===== src/rtl/fifo_rd_ctrl.sv =====
// fifo_rd_ctrl: read-side controller of the async FIFO.
// It brings the Gray write pointer into rclk through two flops and owns the read pointer.
// It produces the empty, almost-empty and fill-level flags.
// Words read from fifo_mem are prefetched into a 2-entry output buffer.
// The buffer drives a valid/ready stream at up to one word per cycle.
module fifo_rd_ctrl #(
  parameter int DEPTH     = 256,
  parameter int DATA_SIZE = 8,
  parameter int PTR_SIZE  = 8,
  parameter int AE_THRESH = 4
) (
  input  logic                 rclk,
  input  logic                 rrst_n,
  input  logic [PTR_SIZE:0]    g_wptr_async,
  input  logic [DATA_SIZE-1:0] mem_data,
  output logic                 r_en,
  output logic [PTR_SIZE:0]    b_rptr,
  output logic [PTR_SIZE:0]    g_rptr,
  output logic                 empty,
  output logic                 almost_empty,
  output logic [PTR_SIZE:0]    fill_level,
  output logic [DATA_SIZE-1:0] out_data,
  output logic                 out_valid,
  input  logic                 out_ready
);

  localparam int PW = PTR_SIZE + 1;

  // Pointer MSB is the wrap bit, so the memory must be exactly 2**PTR_SIZE deep.
  if (DEPTH != (1 << PTR_SIZE)) begin : g_bad_depth
    $error("fifo_rd_ctrl: DEPTH must equal 2**PTR_SIZE");
  end

  function automatic logic [PW-1:0] bin2gray(input logic [PW-1:0] b);
    return b ^ (b >> 1);
  endfunction

  function automatic logic [PW-1:0] gray2bin(input logic [PW-1:0] g);
    logic [PW-1:0] b;
    b[PW-1] = g[PW-1];
    for (int i = PW - 2; i >= 0; i--) b[i] = b[i+1] ^ g[i];
    return b;
  endfunction

  logic [PW-1:0]        wq1_q, wq2_q;
  logic [PW-1:0]        b_rptr_q, g_rptr_q;
  logic                 pend_q;
  logic [1:0]           occ_q, occ_d;
  logic [DATA_SIZE-1:0] head_q, head_d, tail_q, tail_d;
  logic                 empty_q, ae_q;
  logic [PW-1:0]        fill_q;

  logic                 pop;
  logic [2:0]           slots;
  logic [PW-1:0]        rn, fill_d;

  // Issue a read only when memory holds data and the word will have a free buffer slot on arrival.
  always_comb begin
    pop    = (occ_q != 2'd0) && out_ready;
    slots  = {1'b0, occ_q} + {2'b00, pend_q} - {2'b00, pop};
    r_en   = rrst_n && !empty_q && (slots < 3'd2);
    rn     = b_rptr_q + {{(PW-1){1'b0}}, r_en};
    fill_d = gray2bin(wq2_q) - rn;
  end

  // Output buffer next state: pop from the head and push in-flight memory data at the tail, keeping order.
  always_comb begin
    head_d = head_q;
    tail_d = tail_q;
    occ_d  = occ_q;
    case ({pend_q, pop})
      2'b01: begin
        head_d = tail_q;
        occ_d  = occ_q - 2'd1;
      end
      2'b10: begin
        if (occ_q == 2'd0) head_d = mem_data;
        else               tail_d = mem_data;
        occ_d = occ_q + 2'd1;
      end
      2'b11: begin
        if (occ_q == 2'd1) head_d = mem_data;
        else begin
          head_d = tail_q;
          tail_d = mem_data;
        end
      end
      default: ;
    endcase
  end

  // Synchroniser, read pointer, flags and buffer state.
  always_ff @(posedge rclk) begin
    if (!rrst_n) begin
      wq1_q    <= '0;
      wq2_q    <= '0;
      b_rptr_q <= '0;
      g_rptr_q <= '0;
      pend_q   <= 1'b0;
      occ_q    <= 2'd0;
      head_q   <= '0;
      tail_q   <= '0;
      empty_q  <= 1'b1;
      ae_q     <= 1'b1;
      fill_q   <= '0;
    end else begin
      wq1_q    <= g_wptr_async;
      wq2_q    <= wq1_q;
      b_rptr_q <= rn;
      g_rptr_q <= bin2gray(rn);
      pend_q   <= r_en;
      occ_q    <= occ_d;
      head_q   <= head_d;
      tail_q   <= tail_d;
      empty_q  <= (bin2gray(rn) == wq2_q);
      fill_q   <= fill_d;
      ae_q     <= (fill_d <= PW'(AE_THRESH));
    end
  end

  assign b_rptr       = b_rptr_q;
  assign g_rptr       = g_rptr_q;
  assign empty        = empty_q;
  assign almost_empty = ae_q;
  assign fill_level   = fill_q;
  assign out_data     = head_q;
  assign out_valid    = (occ_q != 2'd0);

endmodule


===== config.mk =====
export PLATFORM = sky130hd
export DESIGN_NAME = fifo_rd_ctrl
export DESIGN_NICKNAME = d
export VERILOG_FILES = /design/src/rtl/fifo_rd_ctrl.sv
export SDC_FILE = /design/constraint.sdc
export NUM_CORES = 1
export LEC_CHECK = 0
export ABC_AREA = 1
export BUFFER_PORTS_ARGS = -buffer_cell sky130_fd_sc_hd__buf_2
export CORE_MARGIN = 2
export CORE_UTILIZATION = 55
export DETAILED_ROUTE_END_ITERATION = 8
export GPL_TIMING_DRIVEN = 0
export PLACE_DENSITY = 0.77
export SLEW_MARGIN = 20
export SYNTH_ARGS = -nofsm -noshare
export SYNTH_HDL_FRONTEND = slang
export SYNTH_SLANG_ARGS = --single-unit

===== constraint.sdc =====
create_clock -name rclk -period 5.55 [get_ports rclk]
set_input_delay 1.3875 -clock rclk [delete_from_list [all_inputs] [get_ports rclk]]
set_output_delay 1.3875 -clock rclk [all_outputs]
set_load 0.02 [all_outputs]

# == Word level (Yosys, flattened, before mapping) ==
# Index checks and enable logic that the tools add are counted.
# totals
wordCells,54
out_inout_bits,39
inputBits,20
ff_bits,66
# op_classes
magnitude_cmp,2
mux,7
n_reduce_logical,11
eq_ne,8
addsub,6
bitwise,9
# op_table
cell,count
8-bit 2-to-1 mux,4
8-bit one-hot mux with 3 select lines,1
8-bit one-hot mux with 2 select lines,1
9-bit by 1-bit adder with 9-bit output,1
9-bit equality test,1
9-bit by 3-bit <= comparator with 1-bit output (second input constant),1
9-bit subtractor,1
9-bit by 8-bit XOR with 9-bit output,1
1-bit XOR,8
2-bit inequality test (second input constant),3
2-bit nonzero test,3
2-bit by 1-bit equality test with 1-bit output (second input constant),2
2-bit equality test (second input constant),2
2-bit one-hot mux with 2 select lines,1
2-bit by 1-bit adder with 3-bit output,1
1-bit logical AND,3
3-bit by 2-bit < comparator with 1-bit output (second input constant),1
3-bit AND reduction,1
3-bit nonzero test,1
3-bit by 1-bit subtractor with 3-bit output,1
2-bit by 1-bit adder with 2-bit output (second input constant),1
2-bit logical NOT,1
2-bit AND reduction,1
2-bit by 1-bit subtractor with 2-bit output (second input constant),1
1-bit logical NOT,1

# == Longest topological paths before layout ==
# Gate-level depths: netlist of the first run.
# logic_depth
ltp_word,10
depth_mapped,26
depth_no_buf,26

# == Least setup slack after synthesis of the first run ==
# No wires, ideal clock.
# synth_path
kind,input to register
from,in out_ready
to,reg ae_q (netlist: almost_empty)
n_path_buf,0
path_slack_ps,499
t_required_ps,5430
setup_ps,120
arrival_time_ps,4932
stages,22
cell_sequence,nand2_1 nor2_1 o21ai_0 fa_1 nand2_1 nor3_1 ha_1 nand3_1 nor2_1 inv_1 o21bai_1 ha_1 inv_1 nor2_1 nor2_1 nor2_1 a211oi_1 nand2_1 nand2_1 nand2_1 nand2_1 o21bai_2
# synth_via
elab_chain_len,7
# synth_rtl
element,line,text
"start, declared",24,input logic out_ready
1-bit logical AND,59,pop = (occ_q != 2'd0) && out_ready;
3-bit by 1-bit subtractor with 3-bit output,60,"slots = {1'b0, occ_q} + {2'b00, pend_q} - {2'b00, pop};"
3-bit by 2-bit < comparator with 1-bit output,61,r_en = rrst_n && !empty_q && (slots < 3'd2);
1-bit logical AND,61,
via r_en,16,"output logic r_en,"
9-bit by 1-bit adder with 9-bit output,62,"rn = b_rptr_q + {{(PW-1){1'b0}}, r_en};"
9-bit subtractor,63,fill_d = gray2bin(wq2_q) - rn;
9-bit by 3-bit <= comparator with 1-bit output,117,ae_q <= (fill_d <= PW'(AE_THRESH));
"end signal, assigned",117,
"end, declared",50,"logic empty_q, ae_q;"
# The timed path passes the listed nets, and every way through them passes these cells.
# A chain may end at the register's enable or synchronous reset.

# == Worst setup path after layout of the first run ==
# layout_path
from,in out_ready
to,reg ae_q (netlist: almost_empty)
# layout_via
elab_chain_len,7
# layout_rtl
element,line
1-bit logical AND,59
3-bit by 1-bit subtractor with 3-bit output,60
3-bit by 2-bit < comparator with 1-bit output,61
1-bit logical AND,61
9-bit by 1-bit adder with 9-bit output,62
9-bit subtractor,63
9-bit by 3-bit <= comparator with 1-bit output,117
# No other way between the ends.

==> summary by stage, run 1 <==
Die
The full die area is 6400 sq um. From bottom edge to top edge, the die measures 80.0 um. The starting density of the core is 57.3%.

The core region is 5540 sq um. The number of top-level pins is 59. Measured along the x axis, the die boundary spans 80.0 um. The initialized floorplan defines 27 standard-cell rows.

Cells and area
From synthesis to final layout, the design area changed by 17.4%. Of the cells placed in the final design, the portion with a size suffix greater than 1 is 23.7%. In the final design database the tool counted 497 nets. 0 antenna diodes ended up in the layout. Once layout is done, the placed cells without fillers occupy 3730 sq um. After filler insertion, the fill cell instance count of the layout stands at 497. In the final layout, the multi-input gates occupy 1590 sq um. The sequential cell area in the final layout is 1300 sq um.

Clock network
The post-cts gate resize count is 0. The number of buffers inserted to repair setup after CTS is 0. The tree is rooted in a sky130_fd_sc_hd__clkbuf_8.

The CTS clock-pin slew for the worst setup and hold paths is 0.07 ns. The H-tree was split into 3 levels. The TritonCTS clock tree is yes. The latest clock arrival within the worst-skew pair is 0.35 ns.

For this design, the CTS-stage hold fixing added 0 buffers. The number of buffers inserted during clock tree synthesis is 9. The clock passes through at most 2 buffers. For this design, the sink count on the clock tree is 65.

Place
The HPWL after detailed placement is 5.02 mm. The count of buffers added on input and output ports is 58. At the end of routability-driven placement, the weighted congestion stood at 0.854.

In this run the cell area measured after placement is 3550 sq um.

Logic synthesis
The cell type with the largest total area after synthesis is sky130_fd_sc_hd__dfxtp_1. The number of flip-flops and latches in the synthesized netlist is 65. In this run, synthesis inferred 0 flip-flops with an integrated enable. In the synthesized netlist the async set-or-reset flop fraction comes to 0%. Synthesis instantiated 38 different standard cells from the library.

In the post-synthesis netlist, the biggest area contributors are sky130_fd_sc_hd__dfxtp_1 41%, sky130_fd_sc_hd__nand2_1 8.6%, sky130_fd_sc_hd__inv_1 7.2%, sky130_fd_sc_hd__nor2_1 5.8%, sky130_fd_sc_hd__ha_1 4.3%. The most frequently used flop master after synthesis is sky130_fd_sc_hd__dfxtp_1. The number of nets handed over by synthesis was 428.

The synthesized area per cell is 8.04 sq um. The share of the synthesized area in the top cell type is 41.0%. The synthesized netlist occupies a cell area of 3170 sq um.

The number of warning messages in the yosys log is 0. The cell count after synthesis is 395. The sequential-to-total area share from yosys stat is 41.0%.

Worst setup path
The data required time of the worst path is 5.78 ns. The critical path class is in -> reg. STA classifies the critical path startpoint as a primary input. The capturing element type of the critical path is a flip-flop. The maximum fanout along the worst path is 4. Data arrives at the worst endpoint at 5.19 ns.

STA
Setup violations remaining at the end of the flow were counted as 0. For the final database, setup skew stands at 0.0104 ns. Based on the critical path, the design can be clocked at up to 202 MHz.

The shortest clock period the worst path allows after layout is 4.96 ns. The total count of max-transition violations in the final report is 0. The part of the cycle the worst path needs is 89.4%.

Setup repair after global routing left no endpoint under its margin. For the pin with the worst max-slew slack, the measured transition is 0.496 ns. The final hold violation count came to 0. Setup total negative slack on the finished layout was measured at 0 ns.

The worst-case hold slack is 0.420 ns. Measured against its own limit, the worst slew margin works out to 66.7%.

Drt
In this run, the number of DRC markers left after iteration 0 of detailed routing was 100. The detail-routed via count per cell is 4.96. The first detailed-routing pass ran for 5 iterations. The total via count after detailed routing is 2,685. Dividing the detail-routed wire length by the instance count gives 11.7 um.

The final antenna-violating net count is 0. For this block, the routed nets add up to 6.34 mm of wire. The number of remaining DRC errors is 0.

Pwr
Across the VDD grid, the largest voltage drop is 310 uV. The static leakage power is 1.94 nW. The power per cell area is 404 nW/um^2.

Global routing
The number of global-route vias before repair was 2,591. In the global route stage, overall resource usage came out at 22.4%. The overflow left after global routing is 0. Entering global routing, the biggest net connects 13 pins. The number of antenna violations at the first check in global routing came to 0.

The first-pass GRT wire length is 11.0 mm.

Hold path
The class of the tightest hold or removal check is reg -> reg.

Run status
The run finished with clean final reports.

Job
The number of maximum-capacitance constraint violations is 0.
sequential cells by signal (all words and copies together), names as in the netlist:
register      count
b_rptr            9
fill_level        9
wq1_q             9
wq2_q             9
g_rptr            8
out_data          8
tail_q            8
occ_q             2
almost_empty      1
empty             1
pend_q            1
layout make-up:
class	count	area share (%)
inverter	64	6.45
clock inverter	7	1.28
tap	72	2.42
buffer	8	1.11
clock buffer	9	3.32
multi-input combinational	258	42.7
timing repair buffer	58	7.79
sequential	65	34.9
cell families after synthesis:
logic type,share of synthesized area [%]
AO/OA/AOI/OAI,9.22
flip-flops,41.0
AND/OR/NAND/NOR,28.5
adder cells (fa/ha/maj),5.60
XOR/XNOR,6.86
buffers and inverters,8.87
Yosys cell counts, types with 2 or more instances:
library cell	n
sky130_fd_sc_hd__nor3_1	5
sky130_fd_sc_hd__o21ai_0	13
sky130_fd_sc_hd__nand2_1	73
sky130_fd_sc_hd__nor2_1	49
sky130_fd_sc_hd__a211oi_1	10
sky130_fd_sc_hd__nand2_2	10
sky130_fd_sc_hd__nand3_4	5
sky130_fd_sc_hd__a21oi_1	7
sky130_fd_sc_hd__inv_1	61
sky130_fd_sc_hd__nand3_2	11
sky130_fd_sc_hd__ha_1	11
sky130_fd_sc_hd__xor2_1	14
sky130_fd_sc_hd__nand3_1	14
sky130_fd_sc_hd__clkbuf_1	6
sky130_fd_sc_hd__nand2_4	2
sky130_fd_sc_hd__clkinv_1	2
sky130_fd_sc_hd__xnor2_1	9
sky130_fd_sc_hd__fa_1	2
sky130_fd_sc_hd__dfxtp_1	65
sky130_fd_sc_hd__a221oi_1	8
routing by layer:
layer  routed length [um]  vias up  global-route usage (%)
li1                     -     1393                       -
met1                 2800     1217                    26.6
met2                 3120       63                    38.6
met3                  301       12                    5.43
met4                  119        0                    8.98
met5                    0        -                       0
per-stage QoR:
| step | util, % | instances | worst slack [ns] | power (mW) |
|---|---|---|---|---|
| after floorplan | - | 395 | 0.499 | 1.02 |
| after global placement | 64.2 | 525 | 0.372 | 1.15 |
| after detailed placement | 64.2 | 525 | 0.266 | 1.17 |
| after CTS | 67.3 | 541 | 0.617 | 1.51 |
| after global routing | 67.3 | 541 | 0.127 | 1.62 |
| final | 67.3 | 541 | 0.590 | 1.50 |
worst max-delay path, cell delays in order:
cell and delay [ns]:
sky130_fd_sc_hd__buf_2 0.07, sky130_fd_sc_hd__nand2_1 0.08, sky130_fd_sc_hd__nor2_1 0.18, sky130_fd_sc_hd__o21ai_0 0.15, sky130_fd_sc_hd__fa_1 0.50, sky130_fd_sc_hd__nand2_1 0.07
sky130_fd_sc_hd__nor3_1 0.34, sky130_fd_sc_hd__ha_1 0.27, sky130_fd_sc_hd__nand3_1 0.13, sky130_fd_sc_hd__nor2_1 0.21, sky130_fd_sc_hd__inv_1 0.08, sky130_fd_sc_hd__o21bai_1 0.33
sky130_fd_sc_hd__ha_1 0.34, sky130_fd_sc_hd__inv_1 0.13, sky130_fd_sc_hd__nor2_1 0.06, sky130_fd_sc_hd__nor2_1 0.15, sky130_fd_sc_hd__nor2_1 0.08, sky130_fd_sc_hd__a211oi_1 0.23
sky130_fd_sc_hd__nand2_1 0.09, sky130_fd_sc_hd__nand2_1 0.06, sky130_fd_sc_hd__nand2_1 0.08, sky130_fd_sc_hd__nand2_1 0.09, sky130_fd_sc_hd__o21bai_2 0.07
power breakdown:
part           switching, mW  total, mW  internal, mW
Combinational          0.358      0.572         0.213
Clock                  0.184      0.344         0.160
Sequential            0.0421      0.588         0.546
Total                  0.584       1.50         0.920
path summary, 6_finish.rpt:
check / startpoint / endpoint / slack, ns / cells past startpoint
setup / recovery: out_ready / almost_empty / 0.59 / 23
hold / removal: wq1_q[3] / wq2_q[3] / 0.42 / 2
setup reg to reg: occ_q[1] / almost_empty / 0.89 / 25
hold reg to reg: wq1_q[3] / wq2_q[3] / 0.42 / 2
placed cells by master (no fill, tap or decap), types with 2 or more instances in the layout:
cell type / count
sky130_fd_sc_hd__nand3_2: 11
sky130_fd_sc_hd__fa_1: 2
sky130_fd_sc_hd__inv_1: 61
sky130_fd_sc_hd__nand2_1: 73
sky130_fd_sc_hd__a21oi_1: 7
sky130_fd_sc_hd__o21ai_0: 13
sky130_fd_sc_hd__clkbuf_8: 9
sky130_fd_sc_hd__dfxtp_1: 65
sky130_fd_sc_hd__clkbuf_1: 6
sky130_fd_sc_hd__nand2_2: 10
sky130_fd_sc_hd__xnor2_1: 9
sky130_fd_sc_hd__nor3_1: 5
sky130_fd_sc_hd__a211oi_1: 10
sky130_fd_sc_hd__nand3_1: 14
sky130_fd_sc_hd__ha_1: 11
sky130_fd_sc_hd__nor2_1: 49
sky130_fd_sc_hd__clkinv_2: 3
sky130_fd_sc_hd__clkinv_4: 2
sky130_fd_sc_hd__xor2_1: 14
sky130_fd_sc_hd__clkinvlp_4: 2
sky130_fd_sc_hd__buf_2: 58
sky130_fd_sc_hd__clkinv_1: 2
sky130_fd_sc_hd__nand2_4: 2
sky130_fd_sc_hd__nand3_4: 5
sky130_fd_sc_hd__a221oi_1: 8
No activity file was read; power rests on OpenSTA's default activity.
==> run 2, diff against run 1 <==
- BUFFER_PORTS_ARGS: -buffer_cell sky130_fd_sc_hd__buf_2 -> -buffer_cell sky130_fd_sc_hd__buf_4
- CORE_ASPECT_RATIO: not set -> 0.5
==> summary by stage, run 2 (same netlist as run 1, synthesis figures left out) <==
Cells and area
The fill cell instance count of the final layout came to 427 (-14%). The proportion of layout cells with a drive suffix above 1 was 23.7% (unchanged). The finished layout cell area came to 3990 sq um (+7.0%). The area of combinational cells with multiple inputs is 1590 sq um (unchanged). The library cells used most frequently in the layout, excluding fill and tap cells, are 73 x sky130_fd_sc_hd__nand2_1, 65 x sky130_fd_sc_hd__dfxtp_1, 61 x sky130_fd_sc_hd__inv_1. The count of nets after finishing came to 497 (unchanged). The sequential cell area in the final layout is 1300 sq um (unchanged).

The antenna diode count is 0 (unchanged). The library cell used most frequently in the layout, excluding fill and tap cells, is sky130_fd_sc_hd__nand2_1. From synthesis to final layout, the design area changed by 25.6%.

Drt
The average routed wire per standard cell is 12.8 um (+8.9%). The detail-routed via count per cell is 4.99 (+0.56%). The total via count after detailed routing is 2,705 (+0.74%). The DRC marker count from the first detailed-route iteration is 98 (-2.0%). The detailed-routing iteration count for the pre-antenna-repair pass is 6 (+1).

The wire length after detailed routing is 6.92 mm (+9.1%). The final antenna-violating net count is 0 (unchanged). The number of remaining DRC errors is 0 (unchanged).

Clock network
The latest clock arrival within the worst-skew pair was 0.33 ns (-0.02 ns). The post-cts gate resize count came to 0 (unchanged). The number of buffers added to fix hold violations after cts is 0 (unchanged). The maximum clock insertion buffer count is 2 (unchanged).

The TritonCTS clock tree is yes. The root cell of the clock tree is sky130_fd_sc_hd__clkbuf_16. The number of buffers inserted during clock tree synthesis is 9 (unchanged). The number of buffers inserted to repair setup after CTS came to 0 (unchanged).

The total number of H-tree levels is 3 (unchanged). The CTS clock-pin slew for the worst setup and hold paths was 0.06 ns (about the same). The number of clock sinks is 65 (unchanged).

STA
The final setup TNS is 0 ns (unchanged). The headroom to the max-slew limit is 61.6% (-5.0 points). Setup repair after global routing left no endpoint under its margin. The worst clock skew was 0.00786 ns (-0.00255 ns). The pin slew with the least headroom to its limit came to 0.575 ns (+0.0793 ns). The total count of max-transition violations in the final report is 0 (unchanged). The final setup violation count is 0 (unchanged). The worst-case hold slack is 0.408 ns (-0.0119 ns).

The part of the cycle the worst path needs came to 91.0% (+1.6 points). The final hold violation count came to 0 (unchanged). The shortest clock period the worst path allows after layout was 5.05 ns (+0.0903 ns).

The maximum frequency from static timing analysis is 198 MHz (-1.8%).

Worst setup path
The worst path arrival time was 5.27 ns (+0.08 ns). STA classifies the critical path startpoint as a primary input. The data required time of the worst path came to 5.77 ns (about the same). The setup path with the least slack is of type in -> reg. The maximum fanout along the worst path is 4 (unchanged). In this run the worst setup path begins at out_ready. The capturing element type of the critical path is a flip-flop. The startpoint of the worst-slack reg-to-reg timing path is occ_q[0].

Global routing
The overflow left after global routing came to 0 (unchanged). The maximum number of pins on one net before global-route repair is 15 (+2). The overall global routing resource usage is 23.6% (+1.2 points). The first-pass GRT wire length is 11.9 mm (+8.3%).

The number of global-route vias before repair is 2,676 (+3.3%). The number of antenna violations at the first check in global routing is 0 (unchanged).

Pwr
The static leakage power is 2.01 nW (+3.6%). The worst supply voltage drop on vdd is 317 uV (+2.1%). The power per cell area was 438 nW/um^2 (+8.5%).

Die
The full die area came to 6430 sq um (+0.58%). The number of top-level pins is 59 (unchanged). The starting density of the core is 57.6% (+0.26 points).

The area of the core is 5520 sq um (-0.45%). The number of rows created at floorplan is 19 (-30%). The die extent in y came to 57.7 um (-28%). The horizontal die dimension is 111 um (+39%).

Place
The HPWL after detailed placement is 5.31 mm (+5.8%). The post-place instance area came to 3700 sq um (+4.1%). The last weighted congestion value of the routability-driven placer was 0.928 (+8.7%). The port buffer count is 58 (unchanged).

Hold path
The worst hold path begins at wq1_q[8]. The worst hold path belongs to the class reg -> reg.

Run status
The run finished with clean final reports.

Job
The number of maximum-capacitance constraint violations is 0 (unchanged).
run 2: path summary, 6_finish.rpt:
kind	slack [ns]	endpoint	cells after the start
setup / recovery	0.50	almost_empty	23
hold / removal	0.41	wq2_q[8]	2
setup reg to reg	0.83	almost_empty	25
hold reg to reg	0.41	wq2_q[8]	2
run 2: worst max-delay path: stages:
cell and delay [ns]:
sky130_fd_sc_hd__buf_4 0.08, sky130_fd_sc_hd__nand2_1 0.08, sky130_fd_sc_hd__nor2_1 0.17, sky130_fd_sc_hd__o21ai_0 0.14, sky130_fd_sc_hd__fa_1 0.49, sky130_fd_sc_hd__nand2_1 0.06
sky130_fd_sc_hd__nor3_1 0.32, sky130_fd_sc_hd__ha_1 0.27, sky130_fd_sc_hd__nand3_1 0.12, sky130_fd_sc_hd__nor2_1 0.24, sky130_fd_sc_hd__inv_1 0.11, sky130_fd_sc_hd__o21bai_1 0.37
sky130_fd_sc_hd__ha_1 0.33, sky130_fd_sc_hd__inv_1 0.12, sky130_fd_sc_hd__nor2_1 0.06, sky130_fd_sc_hd__nor2_1 0.18, sky130_fd_sc_hd__nor2_1 0.08, sky130_fd_sc_hd__a211oi_1 0.29
sky130_fd_sc_hd__nand2_1 0.10, sky130_fd_sc_hd__nand2_1 0.08, sky130_fd_sc_hd__nand2_1 0.07, sky130_fd_sc_hd__nand2_1 0.08, sky130_fd_sc_hd__o21bai_2 0.06
run 2: metal layers:
| layer | vias up | wire (um) | global-route usage, % |
|---|---|---|---|
| li1 | 1395 | - | - |
| met1 | 1231 | 3110 | 26.7 |
| met2 | 66 | 3340 | 43.6 |
| met4 | 0 | 119 | 8.64 |
| met5 | - | 0 | 0 |
| met3 | 13 | 346 | 6.80 |
run 2: power breakdown:
group / total (mW) / internal (mW) / switching [mW]
registers: 0.591 / 0.547 / 0.0440
logic: 0.620 / 0.247 / 0.372
clock network: 0.535 / 0.310 / 0.225
run 2: final cells by class:
| class | instances | area share [%] |
|---|---|---|
| Clock buffer | 9 | 5.65 |
| Timing Repair Buffer | 58 | 10.9 |
| Multi-Input combinational cell | 258 | 39.9 |
| Clock inverter | 7 | 1.54 |
| Tap cell | 73 | 2.29 |
| Sequential cell | 65 | 32.6 |
| Inverter | 64 | 6.02 |
| Buffer | 8 | 1.04 |
run 2: per-stage QoR:
stage / util [%] / std cells / power, mW / worst slack (ns)
floorplan: - / 395 / 1.02 / 0.499
global placement: 67.1 / 526 / 1.19 / 0.343
detailed placement: 67.1 / 526 / 1.21 / 0.252
CTS: 72.3 / 542 / 1.76 / 0.584
global route: 72.3 / 542 / 1.85 / 0.0246
finish: 72.3 / 542 / 1.75 / 0.500
==> run 3, diff against run 2 <==
- PLACE_DENSITY: 0.77 -> 0.79
==> summary by stage, run 3 (same netlist as run 1, synthesis figures left out) <==
Cells and area
The sequential cell area in the final layout is 1300 sq um (unchanged). The antenna diode count is 0 (unchanged). The library cells used most frequently in the layout, excluding fill and tap cells, are 73 x sky130_fd_sc_hd__nand2_1, 65 x sky130_fd_sc_hd__dfxtp_1, 61 x sky130_fd_sc_hd__inv_1. The library cell used most frequently in the layout, excluding fill and tap cells, is sky130_fd_sc_hd__nand2_1. The final cell count without fillers is 542 (unchanged).

The area overhead of the layout relative to synthesis is 26.4%. The area of combinational cells with multiple inputs was 1590 sq um (unchanged). The proportion of layout cells with a drive suffix above 1 is 23.5% (-0.21 points).

The share of the core filled with cells in the final layout was 72.8% (+0.45 points). The count of nets after finishing was 497 (unchanged). The fill cell instance count of the final layout is 456 (+6.8%).

Clock network
The post-cts gate resize count is 0 (unchanged). The total number of H-tree levels is 3 (unchanged). The maximum clock insertion buffer count was 2 (unchanged).

The number of buffers added to fix hold violations after cts is 0 (unchanged). The number of buffers inserted to repair setup after CTS is 0 (unchanged). The number of buffers inserted during clock tree synthesis is 9 (unchanged). The TritonCTS clock tree is yes. The CTS clock-pin slew for the worst setup and hold paths was 0.06 ns (about the same). The latest clock arrival within the worst-skew pair is 0.34 ns (about the same).

The number of clock sinks is 65 (unchanged). CTS placed an instance of sky130_fd_sc_hd__clkbuf_16 at the clock tree root.

Global routing
The overflow left after global routing came to 0 (unchanged). The maximum number of pins on one net before global-route repair is 12 (-3). The number of global-route vias before repair came to 2,552 (-4.6%). The overall global routing resource usage came to 23.0% (-0.60 points).

The number of antenna violations at the first check in global routing was 0 (unchanged). The first-pass GRT wire length is 11.5 mm (-3.7%).

Pwr
The worst supply voltage drop on vdd is 363 uV (+14%). The power per cell area is 444 nW/um^2 (+1.4%). The static leakage power is 2.03 nW (+0.86%).

STA
The pin slew with the least headroom to its limit came to 0.550 ns (-0.0257 ns). Setup repair after global routing left no endpoint under its margin. The total count of max-transition violations in the final report is 0 (unchanged). The headroom to the max-slew limit is 63.4% (+1.7 points). The final hold violation count came to 0 (unchanged). The final setup TNS is 0 ns (unchanged). The final setup violation count is 0 (unchanged).

The shortest clock period the worst path allows after layout is 4.99 ns (-0.0635 ns). The maximum frequency from static timing analysis came to 201 MHz (+1.3%). The worst clock skew came to 0.0102 ns (+0.00233 ns). The part of the cycle the worst path needs is 89.9% (-1.1 points).

Die
The full die area is 6430 sq um (unchanged). The number of rows created at floorplan was 19 (unchanged). The area of the core is 5520 sq um (unchanged). The die extent in y came to 57.7 um (unchanged). The horizontal die dimension is 111 um (unchanged). The starting density of the core is 57.6% (unchanged).

The number of top-level pins is 59 (unchanged).

Hold path
The startpoint identified for the worst hold timing path is wq1_q[0]. The class of the tightest hold or removal check is reg -> reg. The cell count of the worst hold path came to 2 (unchanged). The path with the worst hold slack has its endpoint at wq2_q[0].

Worst setup path
The cell count of the worst reg-to-reg path is 25 (unchanged). The worst path arrival time is 5.21 ns (-0.06 ns). The worst reg2reg path endpoint is almost_empty. The maximum fanout along the worst path is 4 (unchanged). The setup slack on the worst flop-to-flop path is 0.91 ns (+0.08 ns). The startpoint of the worst-slack reg-to-reg timing path is occ_q[0].

The data required time of the worst path is 5.77 ns (about the same). The startpoint class of the critical path is a primary input. The critical path class is in -> reg.

STA classifies the critical path endpoint as a flip-flop.

Drt
The met3 layer wire length in the routed design was 435 um (+26%). The detailed route wirelength on metal2 came to 2.98 mm (-11%). The number of remaining DRC errors is 0 (unchanged).

The detailed-routing iteration count for the pre-antenna-repair pass is 4 (-2). The detail-routed via count per cell is 4.83 (-3.2%). The DRC marker count from the first detailed-route iteration came to 144 (+47%). The routed length on met1 is 3.10 mm (-0.32%).

The average routed wire per standard cell is 12.1 um (-5.4%). The top routing layer in use is met4. The total via count after detailed routing is 2,618 (-3.2%). The wire length after detailed routing was 6.54 mm (-5.4%).

The final antenna-violating net count was 0 (unchanged).

Place
The HPWL after detailed placement is 4.85 mm (-8.6%). The count of placed standard cells including taps is 526 (unchanged). The last weighted congestion value of the routability-driven placer came to 0.891 (-4.0%). The port buffer count is 58 (unchanged).

Job
The number of maximum-capacitance constraint violations is 0 (unchanged).

Run status
The flow ran to the end, and the final reports show no timing, DRC or antenna violations.
==> run 3: cell types whose count changed in the layout (fill, tap and decap cells not counted) <==
| cell | previous run | this run |
|---|---|---|
| sky130_fd_sc_hd__bufinv_16 | 0 | 2 |
| sky130_fd_sc_hd__clkbuf_1 | 6 | 7 |
| sky130_fd_sc_hd__clkinv_2 | 0 | 3 |
| sky130_fd_sc_hd__clkinv_4 | 1 | 0 |
| sky130_fd_sc_hd__clkinvlp_4 | 2 | 1 |
| sky130_fd_sc_hd__inv_6 | 3 | 0 |
| sky130_fd_sc_hd__inv_8 | 1 | 0 |
==> run 3: worst max path at each step <==
stage | startpoint | endpoint | slack [ns] | cells after the start
after global routing | out_ready | almost_empty | 0.04 | 22
final | out_ready | almost_empty | 0.56 | 23
after floorplan | out_ready | almost_empty | 0.50 | 22
after global placement | out_ready | almost_empty | 0.33 | 23
after detailed placement | out_ready | almost_empty | 0.21 | 23
after CTS | out_ready | almost_empty | 0.55 | 23
==> run 3: stage by stage <==
step | setup slack, ns | total power, mW | area [sq um] | hold WS, ns
2_1_floorplan | 0.499 | 1.02 | 3170 | 0.390
3_3_place_gp | 0.329 | 1.19 | 3700 | 0.394
3_5_place_dp | 0.208 | 1.20 | 3700 | 0.397
4_1_cts | 0.554 | 1.79 | 4010 | 0.404
5_1_grt | 0.0448 | 1.90 | 4010 | 0.426
6_report | 0.563 | 1.78 | 4010 | 0.404
==> run 3: power breakdown <==
group	leakage (nW)	internal [mW]	total (mW)	switching, mW
clock	0.152	0.390	0.591	0.201
sequential	0.533	0.547	0.590	0.0428
combinational	1.34	0.246	0.600	0.354
==> run 3: area by class of cell <==
class                           count  share of cell area (%)
Buffer                              8                    1.03
Clock buffer                       10                    5.71
Clock inverter                      6                    2.06
Inverter                           64                    5.99
Multi-Input combinational cell    258                    39.7
Sequential cell                    65                    32.4
Tap cell                           73                    2.28
Timing Repair Buffer               58                    10.9
==> run 3: layer usage <==
metal	vias up	track usage (%)
li1	1391	-
met1	1157	28.6
met2	64	38.6
met3	6	7.95
met4	0	7.23
met5	-	0
==> run 3: worst max-delay path, stage by stage <==
cell and delay, ns:
sky130_fd_sc_hd__buf_4 0.07, sky130_fd_sc_hd__nand2_1 0.08, sky130_fd_sc_hd__nor2_1 0.17, sky130_fd_sc_hd__o21ai_0 0.14
sky130_fd_sc_hd__fa_1 0.49, sky130_fd_sc_hd__nand2_1 0.06, sky130_fd_sc_hd__nor3_1 0.35, sky130_fd_sc_hd__ha_1 0.27
sky130_fd_sc_hd__nand3_1 0.12, sky130_fd_sc_hd__nor2_1 0.22, sky130_fd_sc_hd__inv_1 0.09, sky130_fd_sc_hd__o21bai_1 0.35
sky130_fd_sc_hd__ha_1 0.34, sky130_fd_sc_hd__inv_1 0.12, sky130_fd_sc_hd__nor2_1 0.06, sky130_fd_sc_hd__nor2_1 0.18
sky130_fd_sc_hd__nor2_1 0.07, sky130_fd_sc_hd__a211oi_1 0.24, sky130_fd_sc_hd__nand2_1 0.10, sky130_fd_sc_hd__nand2_1 0.06
sky130_fd_sc_hd__nand2_1 0.07, sky130_fd_sc_hd__nand2_1 0.08, sky130_fd_sc_hd__o21bai_2 0.06
